[config.mk]
export PLATFORM = sky130hd
export DESIGN_NAME = wt_mem_req_arbiter
export DESIGN_NICKNAME = d
export VERILOG_FILES = /design/src/rtl/wt_mem_req_arbiter.sv
export SDC_FILE = /design/constraint.sdc
export NUM_CORES = 1
export LEC_CHECK = 0
export ABC_AREA = 1
export ABC_CLOCK_PERIOD_IN_PS = 1800
export CAP_MARGIN = 10
export CORE_AREA = 2 2 242 244
export CTS_BUF_LIST = sky130_fd_sc_hd__clkbuf_8 sky130_fd_sc_hd__clkbuf_16
export DETAILED_ROUTE_END_ITERATION = 7
export DIE_AREA = 0 0 244 246
export MAX_ROUTING_LAYER = met4
export PLACE_DENSITY = 0.59
export SYNTH_ARGS = -nofsm -noshare
export SYNTH_HDL_FRONTEND = slang
export SYNTH_SLANG_ARGS = --single-unit
[constraint.sdc]
create_clock -name clk_i -period 1.8 [get_ports clk_i]
set_input_delay 0.27 -clock clk_i [delete_from_list [all_inputs] [get_ports clk_i]]
set_output_delay 0.27 -clock clk_i [all_outputs]
set_load 0.02 [all_outputs]
[src/rtl/wt_mem_req_arbiter.sv]
// wt_mem_req_arbiter
// Merges the I$ and D$ memory-side request channels onto one downstream
// memory port. Requests are granted round-robin into a single output
// register. Each request is tagged {src, tid}, where src 0 = I$ and 1 = D$.
// In-flight transactions are limited per source. Returns are registered and
// steered back to the source named in the tag MSB.
//
// Ports
//   clk_i, rst_ni, clr_i     clock, async active-low reset, sync clear
//   icache_req_*             I$ read request channel (valid/ready/addr/tid)
//   dcache_req_*             D$ request channel (valid/ready/we/addr/wdata/be/tid)
//   mem_req_*                downstream request (valid/ready/we/addr/wdata/be/tid)
//   mem_rtrn_*               downstream return (valid/tid/data), no back-pressure
//   icache_rtrn_valid_o      I$ return strobe
//   dcache_rtrn_valid_o      D$ return strobe
//   rtrn_tid_o, rtrn_data_o  shared return payload
//   err_o                    sticky: a return arrived for a source with nothing outstanding
module wt_mem_req_arbiter #(
  parameter int AddrWidth      = 64,
  parameter int DataWidth      = 64,
  parameter int RtrnWidth      = 128,
  parameter int TidWidth       = 2,
  parameter int MaxOutstanding = 4
) (
  input  logic                   clk_i,
  input  logic                   rst_ni,
  input  logic                   clr_i,

  input  logic                   icache_req_valid_i,
  output logic                   icache_req_ready_o,
  input  logic [AddrWidth-1:0]   icache_req_addr_i,
  input  logic [TidWidth-1:0]    icache_req_tid_i,

  input  logic                   dcache_req_valid_i,
  output logic                   dcache_req_ready_o,
  input  logic                   dcache_req_we_i,
  input  logic [AddrWidth-1:0]   dcache_req_addr_i,
  input  logic [DataWidth-1:0]   dcache_req_wdata_i,
  input  logic [DataWidth/8-1:0] dcache_req_be_i,
  input  logic [TidWidth-1:0]    dcache_req_tid_i,

  output logic                   mem_req_valid_o,
  input  logic                   mem_req_ready_i,
  output logic                   mem_req_we_o,
  output logic [AddrWidth-1:0]   mem_req_addr_o,
  output logic [DataWidth-1:0]   mem_req_wdata_o,
  output logic [DataWidth/8-1:0] mem_req_be_o,
  output logic [TidWidth:0]      mem_req_tid_o,

  input  logic                   mem_rtrn_valid_i,
  input  logic [TidWidth:0]      mem_rtrn_tid_i,
  input  logic [RtrnWidth-1:0]   mem_rtrn_data_i,

  output logic                   icache_rtrn_valid_o,
  output logic                   dcache_rtrn_valid_o,
  output logic [TidWidth-1:0]    rtrn_tid_o,
  output logic [RtrnWidth-1:0]   rtrn_data_o,
  output logic                   err_o
);

  localparam int CntW = $clog2(MaxOutstanding + 1);
  localparam int BeW  = DataWidth / 8;
  localparam logic SRC_I = 1'b0;
  localparam logic SRC_D = 1'b1;
  localparam logic [CntW-1:0] CNT_ONE = CntW'(1);
  localparam logic [CntW:0]   CNT_MAX = (CntW + 1)'(MaxOutstanding);

  // request output stage
  logic                 req_valid_q;
  logic                 req_we_q;
  logic [AddrWidth-1:0] req_addr_q;
  logic [DataWidth-1:0] req_wdata_q;
  logic [BeW-1:0]       req_be_q;
  logic [TidWidth:0]    req_tid_q;

  logic                 last_q;
  logic [CntW-1:0]      cnt_i_q;
  logic [CntW-1:0]      cnt_d_q;
  logic                 err_q;

  logic                 rtrn_i_q;
  logic                 rtrn_d_q;
  logic [TidWidth-1:0]  rtrn_tid_q;
  logic [RtrnWidth-1:0] rtrn_data_q;

  logic            can_load;
  logic            handshake;
  logic            stage_i;
  logic            stage_d;
  logic [CntW:0]   used_i;
  logic [CntW:0]   used_d;
  logic            elig_i;
  logic            elig_d;
  logic            grant_i;
  logic            grant_d;
  logic            inc_i;
  logic            inc_d;
  logic            dec_i;
  logic            dec_d;

  assign can_load  = !req_valid_q || mem_req_ready_i;
  assign handshake = req_valid_q && mem_req_ready_i;
  assign stage_i   = req_valid_q && (req_tid_q[TidWidth] == SRC_I);
  assign stage_d   = req_valid_q && (req_tid_q[TidWidth] == SRC_D);

  // A request waiting in the output stage is not counted yet, because the
  // counter only moves on the memory handshake. It still counts toward the
  // limit here. Without this, back-to-back grants would overshoot
  // MaxOutstanding by one.
  assign used_i = {1'b0, cnt_i_q} + {{CntW{1'b0}}, stage_i};
  assign used_d = {1'b0, cnt_d_q} + {{CntW{1'b0}}, stage_d};

  assign elig_i = icache_req_valid_i && (used_i < CNT_MAX);
  assign elig_d = dcache_req_valid_i && (used_d < CNT_MAX);

  // On a tie, the source that was not granted last time wins.
  assign grant_i = can_load && elig_i && (!elig_d || (last_q == SRC_D));
  assign grant_d = can_load && elig_d && (!elig_i || (last_q == SRC_I));

  // Ready is suppressed during clear, so a request is never acknowledged
  // and then dropped.
  assign icache_req_ready_o = grant_i && !clr_i;
  assign dcache_req_ready_o = grant_d && !clr_i;

  assign inc_i = handshake && (req_tid_q[TidWidth] == SRC_I);
  assign inc_d = handshake && (req_tid_q[TidWidth] == SRC_D);
  assign dec_i = mem_rtrn_valid_i && (mem_rtrn_tid_i[TidWidth] == SRC_I);
  assign dec_d = mem_rtrn_valid_i && (mem_rtrn_tid_i[TidWidth] == SRC_D);

  always_ff @(posedge clk_i or negedge rst_ni) begin
    if (!rst_ni) begin
      req_valid_q <= 1'b0;
      req_we_q    <= 1'b0;
      req_addr_q  <= '0;
      req_wdata_q <= '0;
      req_be_q    <= '0;
      req_tid_q   <= '0;
      last_q      <= SRC_D;
    end else if (clr_i) begin
      req_valid_q <= 1'b0;
      req_we_q    <= 1'b0;
      req_addr_q  <= '0;
      req_wdata_q <= '0;
      req_be_q    <= '0;
      req_tid_q   <= '0;
      last_q      <= SRC_D;
    end else if (can_load) begin
      req_valid_q <= grant_i || grant_d;
      if (grant_d) begin
        req_we_q    <= dcache_req_we_i;
        req_addr_q  <= dcache_req_addr_i;
        req_wdata_q <= dcache_req_we_i ? dcache_req_wdata_i : '0;
        req_be_q    <= dcache_req_we_i ? dcache_req_be_i : '0;
        req_tid_q   <= {SRC_D, dcache_req_tid_i};
        last_q      <= SRC_D;
      end else if (grant_i) begin
        req_we_q    <= 1'b0;
        req_addr_q  <= icache_req_addr_i;
        req_wdata_q <= '0;
        req_be_q    <= '0;
        req_tid_q   <= {SRC_I, icache_req_tid_i};
        last_q      <= SRC_I;
      end else begin
        req_we_q    <= 1'b0;
        req_addr_q  <= '0;
        req_wdata_q <= '0;
        req_be_q    <= '0;
        req_tid_q   <= '0;
      end
    end
  end

  // Outstanding counters. A decrement at zero saturates and raises err.
  always_ff @(posedge clk_i or negedge rst_ni) begin
    if (!rst_ni) begin
      cnt_i_q <= '0;
      cnt_d_q <= '0;
      err_q   <= 1'b0;
    end else if (clr_i) begin
      cnt_i_q <= '0;
      cnt_d_q <= '0;
      err_q   <= 1'b0;
    end else begin
      if (inc_i && !dec_i) begin
        cnt_i_q <= cnt_i_q + CNT_ONE;
      end else if (dec_i && !inc_i) begin
        if (cnt_i_q == '0) err_q <= 1'b1;
        else               cnt_i_q <= cnt_i_q - CNT_ONE;
      end
      if (inc_d && !dec_d) begin
        cnt_d_q <= cnt_d_q + CNT_ONE;
      end else if (dec_d && !inc_d) begin
        if (cnt_d_q == '0) err_q <= 1'b1;
        else               cnt_d_q <= cnt_d_q - CNT_ONE;
      end
    end
  end

  always_ff @(posedge clk_i or negedge rst_ni) begin
    if (!rst_ni) begin
      rtrn_i_q    <= 1'b0;
      rtrn_d_q    <= 1'b0;
      rtrn_tid_q  <= '0;
      rtrn_data_q <= '0;
    end else if (clr_i) begin
      rtrn_i_q    <= 1'b0;
      rtrn_d_q    <= 1'b0;
      rtrn_tid_q  <= '0;
      rtrn_data_q <= '0;
    end else begin
      rtrn_i_q <= dec_i;
      rtrn_d_q <= dec_d;
      if (mem_rtrn_valid_i) begin
        rtrn_tid_q  <= mem_rtrn_tid_i[TidWidth-1:0];
        rtrn_data_q <= mem_rtrn_data_i;
      end
    end
  end

  assign mem_req_valid_o     = req_valid_q;
  assign mem_req_we_o        = req_we_q;
  assign mem_req_addr_o      = req_addr_q;
  assign mem_req_wdata_o     = req_wdata_q;
  assign mem_req_be_o        = req_be_q;
  assign mem_req_tid_o       = req_tid_q;
  assign icache_rtrn_valid_o = rtrn_i_q;
  assign dcache_rtrn_valid_o = rtrn_d_q;
  assign rtrn_tid_o          = rtrn_tid_q;
  assign rtrn_data_o         = rtrn_data_q;
  assign err_o               = err_q;

endmodule

==> results of run 1 <==
==> tightest hold or removal path: cells and delay by family <==
kind                   cells  cell delay [ns]
and+or+nand+nor            2             0.19
buffers and inverters      1             0.14
==> metal layers <==
layer / vias up / track usage / part of all wire
li1: 6548 / - / -
met1: 6488 / 0.189 / 0.40
met2: 562 / 0.263 / 0.48
met3: 95 / 0.0493 / 0.084
met4: 0 / 0.0631 / 0.034
met5: - / - / 0
==> synthesized netlist by cell type (all sizes together) <==
cell	instances	area, um^2
clkbuf	66	248
dfrtp	280	7010
nor3	1	10.0
buf	67	332
nand2	717	2690
nand4	2	12.5
fa	2	40.0
nand3	405	2030
o211ai	1	7.51
a21oi	3	15.0
o21ai	3	15.0
nand3b	3	22.5
nor2	88	338
inv	21	78.8
dfstp	1	26.3
==> final cells by class <==
type                            count  area (um^2)  area share
Timing Repair Buffer              712         7040       0.327
Inverter                           21         91.3     0.00424
Antenna cell                        2         5.00    0.000232
Tap cell                          765          957      0.0445
Clock buffer                       41          947      0.0440
Multi-Input combinational cell   1225         5220       0.242
Clock inverter                     21          240      0.0112
Sequential cell                   281         7030       0.327
==> registers in the layout, summed over array words and instances, names as in the netlist <==
register and count:
mem_req_valid_o 1, dcache_rtrn_valid_o 1, mem_req_we_o 1, err_o 1
rtrn_tid_o 2, mem_req_tid_o 3, cnt_i_q 3, mem_req_addr_o 64
last_q 1, rtrn_data_o 128, mem_req_be_o 8, icache_rtrn_valid_o 1
mem_req_wdata_o 64, cnt_d_q 3
==> kinds of logic (layout without fill, tap and decap cells) <==
family / Yosys count / after routing / share of synthesized area
simple gates: 1216 / 1216 / 0.397
flops: 281 / 281 / 0.546
compound gates: 7 / 7 / 0.00291
other cells: 0 / 2 / 0
fa+ha+maj: 2 / 2 / 0.00311
buf+inv: 154 / 795 / 0.0511
==> report_power, final <==
group | switching (uW) | leakage [uW] | total [uW] | internal (uW)
logic | 2770 | 0.00749 | 4840 | 2070
registers | 270 | 0.00378 | 7070 | 6800
clock network | 2800 | 0.000617 | 7270 | 4470
total | 5850 | 0.0119 | 19200 | 13300
==> how the worst min path moves through the flow <==
stage | startpoint | to | slack (ns) | depth (start not counted)
after floorplan | rst_ni | cnt_d_q[0] | -0.03 | 0
after global placement | rst_ni | rtrn_data_o[54] | 0.24 | 1
after detailed placement | rst_ni | rtrn_data_o[54] | 0.24 | 1
after CTS | mem_rtrn_valid_i | dcache_rtrn_valid_o | 0.06 | 3
after global routing | mem_rtrn_valid_i | dcache_rtrn_valid_o | 0.09 | 3
final | mem_rtrn_valid_i | dcache_rtrn_valid_o | 0.09 | 3
==> metrics by stage <==
step | instance area, um^2 | util | power (uW) | setup TNS, ns | cells
final | 21500 | 0.375 | 19200 | -0.275 | 3068
after CTS | 21300 | 0.371 | 19200 | -0.416 | 3058
after global routing | 21500 | 0.375 | 20200 | -1.92 | 3068
after global placement | 20400 | 0.355 | 12000 | -45.39 | 2993
after detailed placement | 20400 | 0.355 | 12000 | -50.92 | 2993
after floorplan | 12900 | - | 9310 | 0 | 1660
==> timing repair <==
action                                  in CTS  in global routing
resized for setup                          265                 23
endpoints found under the setup margin     322                146
hold endpoints to repair                    34                  0
hold buffers                                 1                  0
gates cloned                                 0                  7
buffers inserted                             2                  3
pin swaps                                    1                  5
==> results.tsv, run 1 <==
metric	value	unit
cp.depth	8	
ys_ff_latch	281	
core_region_area	57400	um^2
rsz0062_at_grt	true	
violations	setup timing	
status	finished with violations	
worstMarginPinSlew	0.703	ns
cp_num_buf_inv	3	
vias	13700	
vias_per_cell	4.46	
die_h	246	um
syn-mean-instance-area	7.76	um^2
dp_hpwl	35400	um
drive_gt1_frac	0.0748	
grt_pass1_vias	13500	
p_per_area	891	nW/um^2
initial_core_util	0.224	
yosysWarningCount	0	
yosysUniqueCellTypes	21	
pre_cts_ws	-0.587	ns
grt_pass1_wl	75300	um
critPathCaptureType	primary output	
hold_path_class	primary input to flop	
slowest_stage	dfrtp_1	
dieArea	60000	um^2
fin_ws	-0.151	ns
reg2reg_slack	0.10	ns
clockBufferDepth	3	
final_cell_mix	nand2_1, nand3_1, clkdlybuf4s50_1, dfrtp_1, dlygate4sd2_1	
holdWs	0.0935	ns
io_buffers	618	
die_x	244	um
grt_util_all_layers	0.162	
clk_latency	0.54	ns
irDropWorstVdd	0.551	mV
synth_area	12900	um^2
syn2layout_area_growth	67.3	%
startpoint	mem_req_valid_o	
hold_viol	0	
r2r-start	mem_req_valid_o	
critPathLaunchType	flop	
max_freq	513	MHz
finalClockSkew	0.0203	ns
antenna_found_initial	2	
cp_top_family	flip-flops	
critPathKind	flop to primary output	
cts_tree	built	
path_max_fanout	4	
syn_nets	2005	
post_drt_wl_per_cell	16.8	um
n_fill_cell	5978	
final_antenna_net_count	0	
cts.clk_slew.worst_paths	0.06	ns
cap_violations	0	
syn_inst	1660	
grt_max_degree	131	
drc_errors	0	
period_share	1.08	
endpoint	icache_req_ready_o	
slew_headroom	0.531	
crit_path_max_incr_delay	0.43	ns
p_leak	0.0119	uW
cts_buffers	34	
finalMaxSlewViolations	0	
r2r_cells	11	
ioPinCount	619	
reg2reg_to	mem_req_addr_o[52]	
clkSinkCount	281	
fin_crit	1.95	ns
wirelength	51600	um
drtIter0Drc	942	
grt_remaining_overflow	0	
worstPathCellList	inv_2 > nor2_1 > nand2_1 > nand2_2 > nor2_4 > nand3_2 > inv_2 > buf_12	
final_common_cell	nand2_1	
required	1.53	ns
cts-htree-levels	2	
nets	2620	
finalSetupViolCount	2	
rows	88	
dr.pass1.iters	5	
cp_common_cell	inv_2	
cp.arrival	1.68	ns
ys_seq_area_frac	0.546	
root_buffer	clkbuf_16	
gp_congestion	0.863	
No activity file was read; power rests on OpenSTA's default activity.
==> inputs of run 2 (changes only) <==
MAX_ROUTING_LAYER = default   (was met4)
==> results.tsv, run 2 (synthesis gave the netlist of run 1 again) <==
metric	value	unit	change
status	finished with violations		
violations	setup timing		
p_per_area	890	nW/um^2	about the same
path_max_fanout	4		unchanged
largest_reg_flops	128		unchanged
gp_congestion	0.850		-1.6%
required	1.53	ns	about the same
clk_latency	0.54	ns	about the same
die_h	246	um	unchanged
totalPowerFinal	19200	uW	-0.14%
final_common_cell	nand2_1		
finalMaxSlewViolations	0		unchanged
antenna_found_initial	2		unchanged
grt_max_degree	131		unchanged
grt_util_all_layers	0.158		-0.00465
utilization	0.375		about the same
drive_gt1_frac	0.0743		-0.000402
grt_pass1_wl	75500	um	+0.17%
grt_remaining_overflow	0		unchanged
nets	2619		-0.038%
min_to	dcache_rtrn_valid_o		
max_freq	513	MHz	+0.12%
cts-htree-levels	2		unchanged
core_region_area	57400	um^2	unchanged
clockBufferDepth	3		unchanged
drtIter0Drc	892		-5.3%
period_share	1.08		-0.00133
critPathLaunchType	flop		
syn2layout_area_growth	67.1	%	about the same
final_cell_mix	nand2_1, nand3_1, clkdlybuf4s50_1, dfrtp_1, dlygate4sd2_1		
vias_per_cell	4.43		-0.66%
dieArea	60000	um^2	unchanged
cts_tree	built		
rows	88		unchanged
irDropWorstVdd	0.551	mV	about the same
cts.clk_slew.worst_paths	0.06	ns	about the same
grt_pass1_vias	13400		-0.32%
ioPinCount	619		unchanged
finalSetupViolCount	2		unchanged
finalClockSkew	0.0204	ns	+0.0000816 ns
hold_viol	0		unchanged
post_drt_wl_per_cell	16.7	um	-0.47%
vias	13600		-0.72%
initial_core_util	0.224		unchanged
fin_crit	1.95	ns	-0.00239 ns
dr.pass1.iters	5		unchanged
p_leak	0.0119	uW	about the same
fin_ws	-0.148	ns	+0.00239 ns
r2r-start	mem_req_valid_o		
rsz0062_at_grt	true		
hold_path_class	primary input to flop		
min_path_cells	3		unchanged
final_antenna_net_count	0		unchanged
hp-start	mem_rtrn_valid_i		
r2r_cells	9		-2
dp_hpwl	35400	um	unchanged
worstMarginPinSlew	0.706	ns	+0.00275 ns
pre_cts_ws	-0.587	ns	unchanged
slew_headroom	0.529		-0.00183
clkSinkCount	281		unchanged
cp.arrival	1.68	ns	about the same
root_buffer	clkbuf_16		
wirelength	51300	um	-0.53%
io_buffers	618		unchanged
critPathKind	flop to primary output		
cts_buffers	34		unchanged
critPathCaptureType	primary output		
reg2reg_to	mem_req_wdata_o[17]		
die_x	244	um	unchanged
cap_violations	0		unchanged
reg2reg_slack	0.10	ns	about the same
drc_errors	0		unchanged
[run 2: cell types whose count changed in the layout (fill, tap and decap cells not counted)]
cell	change
buf_6	-1
diode_2	-1
[run 2: what timing repair did]
| action | in CTS | in global routing |
|---|---|---|
| hold buffers | 1 | 0 |
| pin swaps | 1 | 5 |
| gates cloned | 0 | 6 |
| setup endpoints to repair | 322 | 146 |
| endpoints found under the hold margin | 34 | 0 |
| buffers inserted | 2 | 3 |
| resized for setup | 265 | 23 |
[run 2: power by group]
part           internal [uW]  switching [uW]  leakage (uW)
sequential              6800             269       0.00378
clock                   4470            2800      0.000617
combinational           2060            2760       0.00749
total                  13300            5830        0.0119
[run 2: final cells by class]
| class | count | area [um^2] |
|---|---|---|
| fill | 5977 | 35800 |
| sequential | 281 | 7030 |
| timing repair buffer | 711 | 7030 |
| multi-input combinational | 1225 | 5220 |
| tap | 765 | 957 |
| clock buffer | 41 | 947 |
| clock inverter | 21 | 240 |
| inverter | 21 | 91.3 |
| antenna | 1 | 2.50 |
[run 2: layer usage]
metal,part of all wire,global-route usage,vias to the layer above
li1,-,-,6541
met1,0.40,0.187,6417
met2,0.48,0.262,544
met3,0.087,0.0537,90
met4,0.034,0.0631,2
met5,0.00031,0,-
[run 2: worst max-delay path by stage]
stage / cells past startpoint / start / endpoint
finish: 8 / mem_req_valid_o / icache_req_ready_o
global placement: 7 / mem_req_ready_i / dcache_req_ready_o
detailed placement: 7 / mem_req_ready_i / dcache_req_ready_o
floorplan: 8 / mem_req_valid_o / icache_req_ready_o
global route: 8 / mem_req_valid_o / icache_req_ready_o
CTS: 8 / mem_req_valid_o / icache_req_ready_o
[run 2: through the flow]
stage	setup TNS, ns	instance area (um^2)	instances	hold WS, ns
4_1_cts	-0.416	21300	3058	0.0597
2_1_floorplan	0	12900	1660	-0.0256
3_5_place_dp	-50.92	20400	2993	0.237
3_3_place_gp	-45.39	20400	2993	0.236
5_1_grt	-2.02	21500	3066	0.0898
6_report	-0.274	21500	3066	0.0938
[run 2: critical path: stages, from the launching register on]
cell and delay (ns):
dfrtp_1 0.43, inv_2 0.08, nor2_1 0.04, nand2_1 0.12, nand2_2 0.09, nor2_4 0.09, nand3_2 0.09, inv_2 0.08
buf_12 0.11
==> inputs of run 3 (changes only) <==
REMOVE_ABC_BUFFERS = 1   (was default)
SLEW_MARGIN = 10   (was default)
==> results.tsv, run 3 (synthesis gave the netlist of run 1 again) <==
metric	value	unit	change
p_sw	5700	uW	-2.2%
rsz0062_at_grt	true		
p_per_area	868	nW/um^2	-2.5%
io_buffers	618		unchanged
slew_headroom	0.524		-0.00566
violations	setup timing		
drive_gt1_frac	0.0775		+0.00314
core_region_area	57400	um^2	unchanged
required	1.53	ns	about the same
wirelength	50900	um	-0.83%
largest_reg_flops	128		unchanged
pwr-share-comb	0.254		+0.002
placedInstanceArea	20600	um^2	+0.93%
critPathCaptureType	primary output		
diodes	0		-1
holdWs	0.0631	ns	-0.0307 ns
path_max_fanout	4		unchanged
cp_num_buf_inv	2		-1
final_area	21700	um^2	+0.97%
cts_tree	built		
ioPinCount	619		unchanged
syn2layout_area_growth	68.8	%	
grt_pass1_vias	13400		-0.089%
fin_crit	1.92	ns	-0.0289 ns
rows	88		unchanged
p_leak	0.0123	uW	+3.3%
crit_path_max_incr_delay	0.42	ns	about the same
nets	2630		+0.42%
cp.arrival	1.65	ns	-0.03 ns
critPathKind	flop to primary output		
dieArea	60000	um^2	unchanged
finalMaxSlewViolations	0		unchanged
worstPathCellList	inv_2 > nor2_2 > nor3_4 > nand2_4 > nor2_4 > buf_6		
worstMarginPinSlew	0.715	ns	+0.00849 ns
final_cell_mix	nand2_1, nand3_1, clkdlybuf4s50_1, dfrtp_1, dlygate4sd2_1		
cp_top_family	simple AND/OR/NAND/NOR gates		
hold_viol	0		unchanged
root_buffer	clkbuf_16		
finalSetupViolCount	2		unchanged
clk_latency	0.52	ns	-0.02 ns
clockBufferDepth	3		unchanged
cts_buffers	35		+2.9%
fin_ws	-0.119	ns	+0.0289 ns
vias	13500		-0.42%
critPathLaunchType	flop		
status	finished with violations		
cts.clk_slew.worst_paths	0.06	ns	about the same
final_antenna_net_count	0		unchanged
drtIter0Drc	571		-36%
power_frac_clock	0.371		-0.008
die_h	246	um	unchanged
p_int	13200	uW	-1.3%
hold_path_class	primary input to flop		
initial_core_util	0.224		unchanged
grt_max_degree	131		unchanged
final_common_cell	nand2_1		
period_share	1.07		-0.0161
cap_violations	0		unchanged
clkSinkCount	281		unchanged
vias_per_cell	4.40		-0.71%
dr.pass1.iters	4		-1
gp_congestion	0.869		+2.3%
finalClockSkew	0.00664	ns	-0.0137 ns
die_x	244	um	unchanged
grt_remaining_overflow	0		unchanged
grt_pass1_wl	76700	um	+1.6%
swShare	0.303		-0.00186
slowest_stage	dfrtp_1		
max_freq	521	MHz	+1.5%
cts-htree-levels	2		unchanged
drc_errors	0		unchanged
post_drt_wl_per_cell	16.6	um	-1.1%
utilization	0.379		+0.00364
grt_util_all_layers	0.161		+0.00300
irDropWorstVdd	0.618	mV	+12%
power_frac_seq	0.376		+0.007
antenna_found_initial	1		-1
dp_hpwl	37300	um	+5.2%
==> run 3: cell types whose count changed in the layout (fill, tap and decap cells not counted), sizes merged, moves of 3 or more <==
cell / delta
clkdlybuf4s50: +13
bufinv: -3
dlymetal6s2s: +33
clkbuf: -3
dlygate4sd2: -45
buf: +14
==> run 3: path summary, 6_finish.rpt <==
| path | start | end | slack [ns] | depth (start not counted) |
|---|---|---|---|---|
| setup / recovery | mem_req_valid_o | dcache_req_ready_o | -0.12 | 6 |
| hold / removal | mem_rtrn_valid_i | dcache_rtrn_valid_o | 0.06 | 3 |
| setup reg to reg | mem_req_valid_o | mem_req_addr_o[20] | 0.13 | 10 |
| hold reg to reg | mem_req_wdata_o[2] | mem_req_wdata_o[2] | 0.47 | 2 |
| max in group asynchronous | rst_ni | mem_req_addr_o[23] | 0.86 | 3 |
| min in group asynchronous | rst_ni | rtrn_data_o[120] | 0.28 | 2 |
==> run 3: worst min-delay path: stages <==
cell and delay, ns:
buf_4 0.16, nand2_1 0.08, nor2_1 0.04
==> run 3: through the flow <==
step	setup TNS, ns	setup WS (ns)	power (uW)	std cells
after floorplan	-742.86	-3.40	9120	1527
after global placement	-10.67	-0.123	12100	3005
after detailed placement	-14.15	-0.177	12200	3005
after CTS	-0.340	-0.177	19100	3072
after global routing	-0.415	-0.212	19900	3075
final	-0.226	-0.119	18900	3075
==> run 3: repair_timing <==
item                                   in CTS  in global routing
setup buffers                               4                  1
gates cloned                                0                  2
resized for setup                         214                 59
hold buffers                                1                  0
pin swaps                                   6                  4
endpoints found under the hold margin      33                  0
setup endpoints to repair                 208                 59
==> run 3: per-layer routing <==
| metal | global-route usage | wire (um) | up-vias |
|---|---|---|---|
| met5 | 0 | 0 | - |
| met3 | 0.0510 | 4400 | 82 |
| met1 | 0.193 | 20700 | 6364 |
| met2 | 0.273 | 24300 | 529 |
| met4 | 0.0513 | 1550 | 0 |
| li1 | - | - | 6562 |
==> run 3: cell type report <==
| cell class | instances | area, um^2 |
|---|---|---|
| clock buffer | 43 | 1010 |
| clock inverter | 19 | 141 |
| fill | 5871 | 35600 |
| inverter | 21 | 91.3 |
| multi-input combinational | 1225 | 5240 |
| sequential | 281 | 7030 |
| tap | 765 | 957 |
| timing repair buffer | 721 | 7260 |
==> run 3: power groups by stage <==
stage	Combinational, uW	Clock (uW)	Sequential [uW]
floorplan	1400	0	7720
global placement	4910	0	7190
detailed placement	4950	0	7200
CTS	4770	7240	7090
global route	5210	7540	7140
finish	4780	6990	7090
